--- src/rtl/apb_xfer_subsystem.sv ---
// APB subsystem: valid/ready request port, APB master FSM, slave register file.
// Ports: pclk/prst_n, req_* request side, rsp_* one-cycle response, psel/penable/pready debug.
module apb_xfer_subsystem #(
  parameter int ADDR_W      = 32,
  parameter int DATA_W      = 32,
  parameter int DEPTH       = 16,
  parameter int WAIT_STATES = 0
) (
  input  logic                pclk,
  input  logic                prst_n,
  input  logic                req_valid,
  output logic                req_ready,
  input  logic                req_write,
  input  logic [ADDR_W-1:0]   req_addr,
  input  logic [DATA_W-1:0]   req_wdata,
  input  logic [DATA_W/8-1:0] req_strb,
  output logic                rsp_valid,
  output logic [DATA_W-1:0]   rsp_rdata,
  output logic                rsp_err,
  output logic                psel,
  output logic                penable,
  output logic                pready
);

  localparam int STRB_W = DATA_W / 8;
  localparam int ADDR_LSB = $clog2(STRB_W);
  localparam int IDX_W = $clog2(DEPTH);
  localparam logic [ADDR_W-1:0] SPAN = ADDR_W'(DEPTH * STRB_W);
  localparam logic [ADDR_W-1:0] MASK = ADDR_W'(STRB_W - 1);
  localparam logic [3:0] WS = 4'(WAIT_STATES);

  typedef enum logic [1:0] {
    IDLE,
    SETUP,
    ACCESS
  } state_t;

  state_t state, state_nx;

  logic [3:0]        cnt;
  logic              rdy_en;
  logic              wr_q;
  logic              err_q;
  logic [IDX_W-1:0]  idx_q;
  logic [DATA_W-1:0] wdata_q;
  logic [STRB_W-1:0] strb_q;
  logic [DATA_W-1:0] mem [DEPTH];
  logic              accept;
  logic              bad;

  assign accept = req_valid && req_ready;
  // Mask test instead of a low-bit slice so DATA_W=8 (no offset bits) works.
  assign bad = (req_addr >= SPAN) || ((req_addr & MASK) != '0);

  always_ff @(posedge pclk or negedge prst_n) begin
    if (!prst_n) state <= IDLE;
    else         state <= state_nx;
  end

  always_comb begin
    state_nx = state;
    unique case (state)
      IDLE:    if (accept) state_nx = SETUP;
      SETUP:   state_nx = ACCESS;
      ACCESS:  if (pready) state_nx = IDLE;
      default: state_nx = IDLE;
    endcase
  end

  // rdy_en keeps req_ready low until the first edge after reset.
  always_comb begin
    req_ready = rdy_en && (state == IDLE);
    psel      = (state != IDLE);
    penable   = (state == ACCESS);
    pready    = (state == ACCESS) && (cnt == WS);
  end

  always_ff @(posedge pclk or negedge prst_n) begin
    if (!prst_n) begin
      rdy_en  <= 1'b0;
      cnt     <= '0;
      wr_q    <= 1'b0;
      err_q   <= 1'b0;
      idx_q   <= '0;
      wdata_q <= '0;
      strb_q  <= '0;
    end else begin
      rdy_en <= 1'b1;
      cnt    <= (penable && !pready) ? cnt + 4'd1 : 4'd0;
      if (accept) begin
        wr_q    <= req_write;
        err_q   <= bad;
        idx_q   <= req_addr[ADDR_LSB +: IDX_W];
        wdata_q <= req_wdata;
        strb_q  <= req_strb;
      end
    end
  end

  always_ff @(posedge pclk or negedge prst_n) begin
    if (!prst_n) begin
      rsp_valid <= 1'b0;
      rsp_err   <= 1'b0;
      rsp_rdata <= '0;
      for (int i = 0; i < DEPTH; i++) mem[i] <= '0;
    end else begin
      rsp_valid <= pready;
      rsp_err   <= pready && err_q;
      rsp_rdata <= (pready && !err_q && !wr_q) ? mem[idx_q] : '0;
      if (pready && wr_q && !err_q) begin
        for (int b = 0; b < STRB_W; b++) begin
          if (strb_q[b]) mem[idx_q][8*b +: 8] <= wdata_q[8*b +: 8];
        end
      end
    end
  end

endmodule

--- config.mk ---
export PLATFORM = sky130hd
export DESIGN_NAME = apb_xfer_subsystem
export DESIGN_NICKNAME = d
export VERILOG_FILES = /design/src/rtl/apb_xfer_subsystem.sv
export SDC_FILE = /design/constraint.sdc
export NUM_CORES = 1
export LEC_CHECK = 0
export ABC_AREA = 1
export CORE_MARGIN = 1
export CORE_UTILIZATION = 35
export DETAILED_ROUTE_END_ITERATION = 12
export HOLD_SLACK_MARGIN = 0.05
export PLACE_DENSITY = 0.47
export SYNTH_ARGS = -nofsm -noshare
export SYNTH_HDL_FRONTEND = slang
export SYNTH_SLANG_ARGS = --single-unit
--- constraint.sdc ---
create_clock -name pclk -period 3.5 [get_ports pclk]
set_input_delay 0.35 -clock pclk [delete_from_list [all_inputs] [get_ports pclk]]
set_output_delay 0.35 -clock pclk [all_outputs]
set_load 0.01 [all_outputs]
==> results.json <==
{
  "wl_met1_um": 51320,
  "n_antenna_cell": 0,
  "path_class": "flop to flop",
  "required_ps": 4030,
  "synth.area.mux_share_pct": 0,
  "tightest_slew_ps": 1092,
  "endpoint": "rsp_rdata[29]$_DFF_PN0_",
  "hold_viol": 0,
  "synthFlopType": "dfrtp_1",
  "rr_worst_depth": 9,
  "fin_crit_sh_pct": 76.62,
  "numCtsBuffers": 75,
  "relSlewSlack_pct": 27.19,
  "switchingPower_mw": 6.644,
  "synthSimpleGateAreaFrac_pct": 44.72,
  "p_seq_share_pct": 39.8,
  "core_area_mm2": 0.08541,
  "syn_area_per_cell_um2": 7.794,
  "synth-xor-area-share_pct": 0.05787,
  "clkSlewWorstSetupHoldPaths_ps": 60,
  "initial_core_util_pct": 35.44,
  "tns_ps": 0,
  "synth_top_family_by_area": "simple AND/OR/NAND/NOR gates",
  "hp-class": "input pin to flop",
  "ys_ff_latch": 595,
  "power.density_mw_per_mm2": 553.3,
  "seqCellArea_mm2": 0.01491,
  "grt_pass1_vias": 25960,
  "maxSlewViolCount": 0,
  "h-tree-depth": 3,
  "globalRouteOverflowTotal": 0,
  "yosysUniqueCellTypes": 30,
  "power.internal_mw": 12.72,
  "port_buffers": 109,
  "grt_max_degree": 142,
  "maxCapViolCount": 0,
  "fmax_mhz": 372.9,
  "min_period_ps": 2682,
  "post_cts_resized": 0,
  "clock-sinks": 595,
  "die_h_um": 296.1,
  "p_total_mw": 19.37,
  "die_area_mm2": 0.08767,
  "r2r-end": "rsp_rdata[29]$_DFF_PN0_",
  "fillerInstances": 8743,
  "drive_gt1_share_pct": 8.470,
  "wl_per_cell_um": 21.50,
  "async_flop_share_pct": 100.0,
  "ant_nets": 0,
  "synth-edff-count": 0,
  "clock_path_buffers": 3,
  "end_kind": "flop",
  "p_clk_share_pct": 41.6,
  "netlist_instances": 3884,
  "highest_layer": "met4",
  "cts_tree": "done",
  "max-vdd-ir-drop_mv": 0.3521,
  "ys_warn_count": 0,
  "layout.nets": 3922,
  "syn-num-nets": 3958,
  "setup_viol": 0,
  "design_area_mm2": 0.03500,
  "route.met2.wl_um": 48790,
  "place_congestion": 0.8007,
  "synth_seq_area_share_pct": 49.19,
  "drt-initial-drc-count": 2320,
  "ctsHoldBuffers": 1,
  "power_leakage_nw": 18.76,
  "cp-startpoint": "idx_q[1]$_DFFE_PN0P_",
  "place_ws_ps": 838.4,
  "via_count": 26630,
  "synth_compound_gate_area_share_pct": 0.2480,
  "gr-usage-all-layers_pct": 25.14,
  "route.met3.wl_um": 5992,
  "vias_per_cell": 5.271,
  "clock_latency_ps": 620,
  "firstDrtPassIters": 6,
  "cts-root-buf": "clkbuf_16",
  "grt_antenna_before_repair": 0,
  "cp-start-kind": "flop",
  "route.detailed.drc": 0,
  "postCtsSetupBuffers": 0,
  "reg2reg_from": "idx_q[1]$_DFFE_PN0P_",
  "sw_frac_of_total_pct": 34.30,
  "fin_util_pct": 40.98,
  "synth_area_mm2": 0.03027,
  "die_w_um": 296.1,
  "skew_ps": 20.64,
  "status": "finished clean",
  "rows": 107,
  "setup_slack_ps": 818.3,
  "synthAdderAreaFrac_pct": 0.08267,
  "rrSetupSlack_ps": 820,
  "placed_area_mm2": 0.03243,
  "path_max_fanout": 46,
  "worstHoldStart": "req_strb[0]",
  "multi_input_area_mm2": 0.01370,
  "worstPathArrival_ps": 3220,
  "hpwl_um": 65930,
  "grt_setup_unrepaired": "no",
  "combPwrFrac_pct": 18.6,
  "grt_pass1_wl_um": 168300,
  "routed_wl_um": 108600,
  "io_pins": 110,
  "area_delta_synth_final_pct": 15.63
}
[cells in the mapped netlist (4+ instances only)]
cell type  instances  area [µm²]
buf_1             18       67.56
buf_2            139       695.7
buf_4             11       82.58
buf_6              7       78.83
clkbuf_1         146       548.0
dfrtp_1          595       14890
inv_1             57       214.0
inv_2              7       26.28
nand2_1         1500        5630
nand3_1           34       170.2
nand4_1          522        3266
nand4_2            4       50.05
nand4_4           60        1276
nor2_1           728        2733
nor2_4            12       135.1
nor2_8             9       180.2
o21ai_0           15       75.07
[flip-flops by register name, indices dropped and copies added (netlist names)]
name,count
mem,512
rsp_rdata,32
wdata_q,32
cnt,4
idx_q,4
strb_q,4
state,2
err_q,1
rdy_en,1
rsp_err,1
rsp_valid,1
wr_q,1
[worst max-delay path, stage by stage (launching register included)]
cell and delay (ps):
dfrtp_1 660, inv_4 240, nand2_4 480, buf_4 600, nor2_1 90, nor2_1 120, nand2_1 60, nand2_1 50
nand3_1 120, nor2_1 130
[power groups by stage]
| stage | logic (mW) | registers [mW] | clock network, mW |
|---|---|---|---|
| after global placement | 3.61 | 7.82 | 0 |
| after CTS | 3.61 | 7.69 | 8.24 |
| after floorplan | 2.58 | 7.12 | 0 |
| after global routing | 3.97 | 7.73 | 8.53 |
| after detailed placement | 3.60 | 7.82 | 0 |
| final | 3.59 | 7.71 | 8.06 |
[metrics by stage]
step | hold WS (ps) | std cells
2_1_floorplan | 54.41 | 3884
3_3_place_gp | 457.9 | 4914
3_5_place_dp | 461.4 | 4914
4_1_cts | 239.3 | 5052
5_1_grt | 267.8 | 5052
6_report | 272.1 | 5052
[worst min path at each step]
| stage | end | cells past startpoint |
|---|---|---|
| 2_1_floorplan | cnt[0]$_DFF_PN0_ | 0 |
| 3_3_place_gp | rdy_en$_DFF_PN0_ | 1 |
| 3_5_place_dp | rdy_en$_DFF_PN0_ | 1 |
| 4_1_cts | strb_q[0]$_DFFE_PN0P_ | 3 |
| 5_1_grt | wdata_q[22]$_DFFE_PN0P_ | 3 |
| 6_report | strb_q[0]$_DFFE_PN0P_ | 3 |
[area by class of cell]
type | count | share of cell area (%)
Timing Repair Buffer | 208 | 6.156
Multi-Input combinational cell | 2902 | 39.13
Clock buffer | 116 | 6.609
Inverter | 66 | 0.7149
Clock inverter | 21 | 0.7078
Sequential cell | 595 | 42.59
Tap cell | 1144 | 4.089
[layout by cell type (no fill, tap or decap), drive strengths merged]
cell type         n
buf              99
bufinv            4
clkbuf          116
clkdlybuf4s50   108
clkinv           12
clkinvlp          2
conb              1
dfrtp           595
dlygate4sd3       1
ha                2
inv              69
nand2          1504
nand3            35
nand4           586
nor2            749
nor3              4
nor4              1
o21ai            15
or2               3
xnor2             1
xor2              1
[kinds of logic (layout without fill, tap and decap cells)]
kind of cell             Yosys count  after routing
XOR/XNOR                           2              2
buffers and inverters            387            411
other                              1              1
flip-flops                       595            595
AO/OA/AOI/OAI                     15             15
AND/OR/NAND/NOR                 2882           2882
adder cells (fa/ha/maj)            2              2
[layer usage]
layer	vias to the layer above	global-route usage [%]
met2	803	38.20
met1	13050	37.36
li1	12630	-
met4	0	6.362
met5	-	0
met3	149	3.462
(Power assumes the default switching activity.)
